<file path="src/rtl/otp_pkg.sv">
// Shared definitions for the OTP code generator: FSM state encoding,
// truncation width and constant helpers for decimal modulus sizing.
package otp_pkg;

    typedef enum logic [2:0] {
        IDLE  = 3'd0,
        TRUNC = 3'd1,
        MOD   = 3'd2,
        BCD   = 3'd3,
        DONE  = 3'd4
    } otp_state_t;

    // Width of the dynamically truncated value (bit 31 always cleared).
    localparam int TRUNC_W = 31;

    // 10^n as a 32-bit constant; n is at most 9 so the result always fits.
    function automatic logic [31:0] pow10(input int n);
        logic [31:0] v;
        v = 32'd1;
        for (int i = 0; i < n; i++) begin
            v = v * 32'd10;
        end
        return v;
    endfunction

    // Smallest w with 2^w >= 10^n, i.e. clog2(10^n).
    function automatic int bin_width(input int n);
        logic [63:0] m;
        int          w;
        m = {32'd0, pow10(n)};
        w = 0;
        for (int i = 0; i < 40; i++) begin
            if ((64'd1 << i) < m) begin
                w = i + 1;
            end
        end
        return w;
    endfunction

endpackage

</file>
<file path="src/rtl/otp_bcd_conv.sv">
// Sequential shift-add-3 (double dabble) binary to packed BCD converter.
// A start pulse loads the value and performs the first iteration on the same
// edge; the remaining BIN_W-1 iterations follow on consecutive edges. done
// pulses for one cycle once bcd holds the final digits.
module otp_bcd_conv #(
    parameter int BIN_W  = 20,
    parameter int DIGITS = 6
) (
    input  logic                  clk,
    input  logic                  rst,
    input  logic                  start,
    input  logic [BIN_W-1:0]      value,
    output logic                  done,
    output logic [4*DIGITS-1:0]   bcd
);

    localparam int BCD_W = 4 * DIGITS;
    localparam int CNT_W = $clog2(BIN_W + 1);

    // Add 3 to every BCD digit that is 5 or more, ahead of the next left shift.
    function automatic logic [BCD_W-1:0] add3_digits(input logic [BCD_W-1:0] v);
        logic [BCD_W-1:0] r;
        r = v;
        for (int d = 0; d < DIGITS; d++) begin
            if (v[4*d +: 4] >= 4'd5) begin
                r[4*d +: 4] = v[4*d +: 4] + 4'd3;
            end else begin
                r[4*d +: 4] = v[4*d +: 4];
            end
        end
        return r;
    endfunction

    logic [BIN_W-1:0] bin_r;
    logic [BCD_W-1:0] bcd_r;
    logic [BCD_W-1:0] adj_s;
    logic [CNT_W-1:0] cnt_r;
    logic             done_r;

    // Digit adjustment of the current accumulator.
    always_comb begin
        adj_s = add3_digits(bcd_r);
    end

    // Shift engine: load on start, then one adjust-and-shift per edge.
    always_ff @(posedge clk) begin
        if (rst) begin
            bin_r  <= '0;
            bcd_r  <= '0;
            cnt_r  <= '0;
            done_r <= 1'b0;
        end else if (start) begin
            bcd_r  <= {{(BCD_W-1){1'b0}}, value[BIN_W-1]};
            bin_r  <= value << 1;
            cnt_r  <= CNT_W'(BIN_W - 1);
            done_r <= 1'b0;
        end else if (cnt_r != '0) begin
            bcd_r  <= (adj_s << 1) | {{(BCD_W-1){1'b0}}, bin_r[BIN_W-1]};
            bin_r  <= bin_r << 1;
            cnt_r  <= cnt_r - CNT_W'(1);
            done_r <= (cnt_r == CNT_W'(1));
        end else begin
            done_r <= 1'b0;
        end
    end

    assign done = done_r;
    assign bcd  = bcd_r;

endmodule

</file>
<file path="src/rtl/otp_codegen.sv">
// One-time-password code generator: dynamic truncation of an HMAC digest,
// restoring reduction modulo 10^DIGITS and optional BCD conversion.
// Build option OTP_BCD_EN: when defined, the BCD state and converter are
// present and bcd carries the decimal digits of code; otherwise bcd is 0 and
// the result is ready 33 edges after init.
module otp_codegen
    import otp_pkg::*;
#(
    parameter int  DIGEST_W = 160,
    parameter int  DIGITS   = 6,
    localparam int BIN_W    = bin_width(DIGITS)
) (
    input  logic                  clk,
    input  logic                  rst,
    input  logic                  init,
    input  logic [DIGEST_W-1:0]   digest,
    output logic                  busy,
    output logic                  ready,
    output logic [BIN_W-1:0]      code,
    output logic [4*DIGITS-1:0]   bcd
);

    localparam int             IDX_W = $clog2(DIGEST_W);
    localparam logic [BIN_W:0] MOD_M = (BIN_W + 1)'(pow10(DIGITS));

    otp_state_t          state_r;
    logic [DIGEST_W-1:0] digest_r;
    logic [TRUNC_W-1:0]  p_r;
    logic [BIN_W:0]      rem_r;
    logic [4:0]          cnt_r;
    logic                busy_r;
    logic                ready_r;
    logic [BIN_W-1:0]    code_r;

    logic [3:0]          off_s;
    logic [IDX_W-1:0]    base_s;
    logic [TRUNC_W-1:0]  p_s;
    logic [BIN_W:0]      shift_s;
    logic [BIN_W:0]      rem_next_s;

    // Truncation window and one restoring-reduction step.
    always_comb begin
        off_s   = digest_r[3:0];
        // Byte 'off' starts at bit DIGEST_W-1-8*off; skipping its MSB clears bit 31.
        base_s  = IDX_W'(DIGEST_W - 2) - IDX_W'({off_s, 3'b000});
        p_s     = digest_r[base_s -: TRUNC_W];
        // Remainder is always below M, so doubling plus one bit stays below 2M.
        shift_s = (rem_r << 1) | {{BIN_W{1'b0}}, p_r[TRUNC_W-1]};
        if (shift_s >= MOD_M) begin
            rem_next_s = shift_s - MOD_M;
        end else begin
            rem_next_s = shift_s;
        end
    end

`ifdef OTP_BCD_EN
    logic                conv_start_s;
    logic                conv_done_s;
    logic [4*DIGITS-1:0] conv_bcd_s;
    logic [4*DIGITS-1:0] bcd_r;

    // Converter launches on the final MOD edge, reading the finished remainder.
    always_comb begin
        conv_start_s = (state_r == MOD) && (cnt_r == 5'd31);
    end

    otp_bcd_conv #(
        .BIN_W  (BIN_W),
        .DIGITS (DIGITS)
    ) u_bcd_conv (
        .clk   (clk),
        .rst   (rst),
        .start (conv_start_s),
        .value (rem_r[BIN_W-1:0]),
        .done  (conv_done_s),
        .bcd   (conv_bcd_s)
    );
`endif

    // Control FSM: handshake, truncation, reduction and result latching.
    always_ff @(posedge clk) begin
        if (rst) begin
            state_r  <= IDLE;
            digest_r <= '0;
            p_r      <= '0;
            rem_r    <= '0;
            cnt_r    <= 5'd0;
            busy_r   <= 1'b0;
            ready_r  <= 1'b0;
            code_r   <= '0;
`ifdef OTP_BCD_EN
            bcd_r    <= '0;
`endif
        end else begin
            case (state_r)
                IDLE, DONE: begin
                    if (init) begin
                        digest_r <= digest;
                        busy_r   <= 1'b1;
                        ready_r  <= 1'b0;
                        state_r  <= TRUNC;
                    end
                end
                TRUNC: begin
                    p_r     <= p_s;
                    rem_r   <= '0;
                    cnt_r   <= 5'd0;
                    state_r <= MOD;
                end
                MOD: begin
                    // Counts 0..30 consume the 31 bits of P; count 31 hands off the result.
                    if (cnt_r == 5'd31) begin
`ifdef OTP_BCD_EN
                        state_r <= BCD;
`else
                        code_r  <= rem_r[BIN_W-1:0];
                        busy_r  <= 1'b0;
                        ready_r <= 1'b1;
                        state_r <= DONE;
`endif
                    end else begin
                        rem_r <= rem_next_s;
                        p_r   <= p_r << 1;
                        cnt_r <= cnt_r + 5'd1;
                    end
                end
`ifdef OTP_BCD_EN
                BCD: begin
                    if (conv_done_s) begin
                        code_r  <= rem_r[BIN_W-1:0];
                        bcd_r   <= conv_bcd_s;
                        busy_r  <= 1'b0;
                        ready_r <= 1'b1;
                        state_r <= DONE;
                    end
                end
`endif
                default: begin
                    state_r <= IDLE;
                    busy_r  <= 1'b0;
                    ready_r <= 1'b0;
                end
            endcase
        end
    end

    assign busy  = busy_r;
    assign ready = ready_r;
    assign code  = code_r;
`ifdef OTP_BCD_EN
    assign bcd   = bcd_r;
`else
    assign bcd   = {(4*DIGITS){1'b0}};
`endif

endmodule
</file>
<file path="config.mk">
export PLATFORM = sky130hd
export DESIGN_NAME = otp_codegen
export DESIGN_NICKNAME = d
export VERILOG_FILES = /design/src/rtl/otp_pkg.sv /design/src/rtl/otp_bcd_conv.sv /design/src/rtl/otp_codegen.sv
export SDC_FILE = /design/constraint.sdc
export NUM_CORES = 1
export LEC_CHECK = 0
export CAP_MARGIN = 0
export CORE_ASPECT_RATIO = 1.75
export CORE_MARGIN = 2
export CORE_UTILIZATION = 30
export CTS_BUF_LIST = sky130_fd_sc_hd__clkbuf_8
export CTS_CLUSTER_SIZE = 30
export DETAILED_ROUTE_END_ITERATION = 12
export GPL_ROUTABILITY_DRIVEN = 0
export PLACE_DENSITY_LB_ADDON = 0.15
export SYNTH_ARGS = -nofsm -noshare
export SYNTH_HDL_FRONTEND = slang
export SYNTH_SLANG_ARGS = --single-unit
</file>
<file path="constraint.sdc">
create_clock -name clk -period 3.5 [get_ports clk]
set_input_delay 0.7 -clock clk [delete_from_list [all_inputs] [get_ports clk]]
set_output_delay 0.7 -clock clk [all_outputs]
set_load 0.01 [all_outputs]
</file>
# Yosys cells after proc, flatten, opt, wreduce, memory -nomap -nowiden
# Cells that the tools add are included.
[totals] ff_bits=241 mem_bits_rw=0 n_memories=0 latchBits=0 input_bits=163 mem_bits_ro=0
[op_classes] shift=1 n_mul=0 div=0 n_addsub=3 mux=16 bitwise_logic=2 eq_ne=7 magnitude_cmp=1 reduce_logical=8
[op_table] operator="$shiftx 190x9->31" n=1
[op_table] operator="$pmux 31 s2" n=1
[op_table] operator="$mux 20" n=2
[op_table] operator="$pmux 20 s2" n=1
[op_table] operator="$mux 31" n=1
[op_table] operator="$ge 21x20->1 const B" n=1
[op_table] operator="$or 21x1->21" n=1
[op_table] operator="$sub 20x20->20 const B" n=1
[op_table] operator="$pmux 5 s2" n=1
[op_table] operator="$pmux 3 s3" n=1
[op_table] operator="$reduce_and 2->1" n=4
[op_table] operator="$sub 8x7->8 const A" n=1
[op_table] operator="$mux 3" n=2
[op_table] operator="$ne 2x2->1 const B" n=3
[op_table] operator="$pmux 1 s3" n=2
[op_table] operator="$add 5x1->5 const B" n=1
[op_table] operator="$eq 5x5->1 const B" n=1
[op_table] operator="$mux 5" n=1
[op_table] operator="$mux 1" n=4
[op_table] operator="$eq 3x1->1 const B" n=1
[op_table] operator="$eq 3x2->1 const B" n=1
[op_table] operator="$eq 3x3->1 const B" n=1
[op_table] operator="$logic_not 3->1" n=1
[op_table] operator="$reduce_and 3->1" n=1
[op_table] operator="3 further kinds" n=3

# Depth between registers and ports, before layout
[logic_depth] word_depth=5 mapped_depth=13 depth_no_buf=8

# Least setup slack after synthesis
# Ideal clock, no wire load.
[synth_path] path_kind="register to register" from="register digest_r[2]" to="register p_r[26]" period_less_slack_ps=2779 setup_ps=136 path_stages_with_launch=13 setup_slack_ps=721 arrival_ps=2642 required_time_ps=3364 path_cell_list="dfxtp_1 > buf_2 > buf_4 > inv_1 > clkbuf_1 > ha_1 > clkbuf_1 > buf_2 > clkbuf_1 > clkbuf_1 > o311ai_0 > a32oi_1 > o21ai_0"
[synth_via] elab_chain_len=3
[synth_lines] element="from (decl)" line="otp_codegen.sv:27" source="logic [DIGEST_W-1:0] digest_r;"
[synth_lines] element="from (signal assigned)" line="otp_codegen.sv:98" source="digest_r <= digest;"
[synth_lines] element="$sub 8x7->8" line="otp_codegen.sv:45" source="base_s = IDX_W'(DIGEST_W - 2) - IDX_W'({off_s, 3'b000});"
[synth_lines] element="$shiftx 190x9->31 *" line="otp_codegen.sv:46" source="p_s = digest_r[base_s -: TRUNC_W];"
[synth_lines] element="$pmux 31 s2 *" line="otp_codegen.sv:95" source="case (state_r)"
[synth_lines] element="to (signal assigned)" line="otp_codegen.sv:105" source="p_r <= p_s;"
[synth_lines] element="to (signal assigned)" line="otp_codegen.sv:123" source="p_r <= p_r << 1;"
[synth_lines] element="to (decl)" line="otp_codegen.sv:28" source="logic [TRUNC_W-1:0] p_r;"
# Mark *: on every way between the ends. The rest lies on a longest branch, timed or not.
# A chain may end at the register's enable or synchronous reset.

# Worst setup path in the final report
[layout_path] from="register digest_r[2]" to="register p_r[5]"
# The elaborated chain is that of the path after synthesis.

==> implementation parameters <==
Parameter                              Value

Run status
  Result of the run ... complete, no violations

Global route
  Met1 global-route usage ... 24.0%
  Busiest layer in global routing ... met2
  Vias in the first global route ... 13,000
  Global route total overflow ... 0
  Grt met3 use ... 3.65%
  Tot GR Track Use ... 23.2%
  Number of antenna violations at the first check in global routing ... 1
  Global-route wire length before repair ... 81.5 mm
  Largest net degree at the start of global routing ... 116
  Global routing met2 resource utilization ... 40.6%

Placement
  Post-DP HPWL ... 42.0 mm
  Total instance count after detailed placement ... 2,339
  Count of input and output buffers ... 184

Worst setup path
  Data required time at the worst endpoint ... 3.93 ns
  Sort of element at the start of the critical path ... flop
  Worst reg-to-reg path cell count ... 7
  Endpoint kind of the worst setup timing path ... flop
  Critical path data arrival time ... 3.25 ns
  Worst-path fanout max ... 27
  Kind of critical path ... flop to flop

Clock network
  # H-tree levels ... 2
  Sink Count ... 241
  Root Driver ... clkbuf_8
  Later-pin clock latency in the skew report ... 0.57 ns
  Number of clock buffers inserted by TritonCTS ... 39
  Clock transition at the registers of the reported paths ... 0.07 ns
  CTS Buffer Depth ... 3
  Clock tree from TritonCTS ... done
  Buffers inserted during post-CTS setup optimization ... 0
  Hold-fix buffers at CTS ... 0
  Post-CTS resize count ... 0

Yosys
  Most numerous cell types in the synthesized netlist ... nand2_1 (442), dfxtp_1 (241), a21oi_1 (225), mux2i_1 (126), clkbuf_1 (101)
  Post-synthesis instance area ... 13,500 µm²
  Leading cell type by number of instances after synthesis ... nand2_1
  Biggest area consumer among synthesized cells ... dfxtp_1
  Synthesized area per cell ... 8.08 µm²
  Share of the synthesized area in the top cell type ... 35.6%
  Primary FF master, synth ... dfxtp_1
  Yosys reg bits ... 241
  Count of cell types in the netlist ... 73
  Sequential element share of the synthesized area ... 35.6%
  Post-Syn Instances ... 1,675
  Synth top area cells ... dfxtp_1 (36%), nand2_1 (12%), mux2i_1 (9.3%)
  Number of flops mapped to enable cells by yosys ... 0
  Number of synthesis warnings ... 0
  Synth async-reset ratio ... 0%

Power
  Power per unit of standard cell area ... 426 nW/µm²
  Sw frac ... 32.2%
  Power share of the sequential group ... 44.5%
  Leakage dissipation ... 0.00578 µW
  Int Pwr ... 4800 µW
  Clk pwr share ... 34.3%
  Maximum vdd ir drop ... 0.201 mV
  NetSw ... 2280 µW
  Power share of the combinational group ... 21.2%

STA
  Setup clock skew after layout ... 0.0131 ns
  Total Neg Setup Slack ... 0 ns
  Transition time at the pin with the least slew margin ... 0.882 ns
  Fin. max-slew vios ... 0
  Max Clk Rate ... 0.355 GHz
  Total count of hold-check failures in the final report ... 0
  Setup violation total in the final timing report ... 0
  Max_slew headroom ... 41.0%
  Final worst path period share ... 80.5%
  Setup repair after global routing missed its margin ... false
  Final critical path time including I/O delays and setup ... 2.82 ns

Routing
  Drt first-iter violations ... 1,041
  Detail-routed via count per cell ... 5.43
  Remaining antenna violation count after routing ... 0
  Via count of the routed design ... 13,100
  DRC ... 0
  Average wire length per cell after detail routing ... 22.8 µm
  Final Routed Wirelength ... 54.9 mm
  Number of optimization iterations in the first detailed-route pass ... 6

Floorplan
  Initial Utilization ... 30.2%
  Top-Level Pins ... 209
  Chip Height ... 285 µm
  Die Area ... 46,900 µm²
  Die Width ... 165 µm
  Row cnt ... 103
  Area of the placeable core ... 44,800 µm²

Hold path
  Hold Crit Class ... flop to flop
  Cell depth of the worst hold path ... 2

Finish
  Area growth from synthesis to final layout ... 22.9%
  Number of inserted filler cells in the final layout ... 4,760
  Non-filler instance count after layout ... 2,407
  # nets final ... 1,971
  Share of post-route cells with drive strength above 1 ... 10.9%

Run
  Maxcap violations ... 0
[metal layers]
metal  part of all wire, %  wire length, µm
met5                     0                0
met4                   9.9             5430
met1                    35            19000
met2                    50            27500
met3                   5.3             2890
[path summary, 6_finish.rpt]
check | slack [ns] | start | end
worst max-delay path | 0.68 | digest_r[2] | p_r[5]
worst min-delay path | 0.45 | code[10] | code[10]
worst max register to register | 0.68 | digest_r[2] | p_r[5]
worst min register to register | 0.45 | code[10] | code[10]
[flip-flops by register name, summed over array words and instances (netlist names)]
name      cells
digest_r    160
state_r       3
p_r          31
code         20
cnt_r         5
rem_r        20
ready         1
busy          1
[per-stage QoR]
step	util (%)	cell area [µm²]	hold WS [ns]	setup WS (ns)	total power, µW
global placement	35.4	15900	0.442	0.771	4680
CTS	37.1	16600	0.450	0.776	7140
finish	37.1	16600	0.452	0.683	7080
global route	37.1	16600	0.471	0.649	7390
floorplan	-	13600	0.426	0.721	4010
detailed placement	35.4	15900	0.446	0.805	4690
[power groups by stage]
stage,Sequential [µW],Combinational [µW],Clock [µW]
3_5_place_dp,3210,1480,0
2_1_floorplan,3060,958,0
5_1_grt,3160,1620,2610
4_1_cts,3150,1490,2510
6_report,3150,1500,2430
3_3_place_gp,3200,1480,0
[area by class of cell]
cell class	count	area [µm²]	share of cell area [%]
multi-input cells	1273	7960	47.8
flip-flops and latches	241	4840	29.1
repair buffers	235	2310	13.9
well taps	577	722	4.34
clock buffers	49	674	4.05
clock inverters	18	80.1	0.481
inverters	13	48.8	0.293
diodes	1	2.50	0.0150
[worst max-delay path, stage by stage (launching register included)]
cell,delay [ns]
dfxtp_4,0.52
buf_4,0.41
mux2i_1,0.72
o21ai_0,0.23
nor2_1,0.13
a211oi_1,0.06
nor4_1,0.49
nor4_1,0.11
[cell families (layout without fill, tap and decap cells)]
| group | after synthesis | after routing | share of synthesized area [%] |
|---|---|---|---|
| AOI/OAI and AO/OA | 413 | 413 | 18.5 |
| xor gates and xnor gates | 11 | 11 | 0.711 |
| and+or+nand+nor | 623 | 623 | 18.9 |
| other | 1 | 25 | 0.0277 |
| DFF | 241 | 241 | 35.6 |
| buffers and inverters | 184 | 315 | 6.32 |
| adders and majority gates | 5 | 5 | 0.462 |
| muxes | 197 | 197 | 19.5 |
[placed cells by master (no fill, tap or decap), drive strengths merged, types with 4 or more instances in the layout]
cell type	netlist	routed
a211oi	10	10
a21oi	225	225
a221oi	9	9
a22o	15	15
a22oi	17	17
a31oi	13	13
a32oi	5	5
buf	70	52
clkbuf	101	49
clkdlybuf4s50	0	183
clkinv	2	6
conb	1	24
dfxtp	241	241
ha	5	5
inv	11	24
mux2	20	20
mux2i	126	126
mux4	51	51
nand2	442	442
nand2b	6	6
nand3	17	17
nor2	82	82
nor2b	6	6
nor3	31	31
nor4	20	20
o211ai	6	6
o21ai	58	58
o221ai	5	5
o22ai	11	11
o31ai	6	6
xnor2	7	7
xor2	4	4
Note: power is estimated with default switching activity, not from simulation.
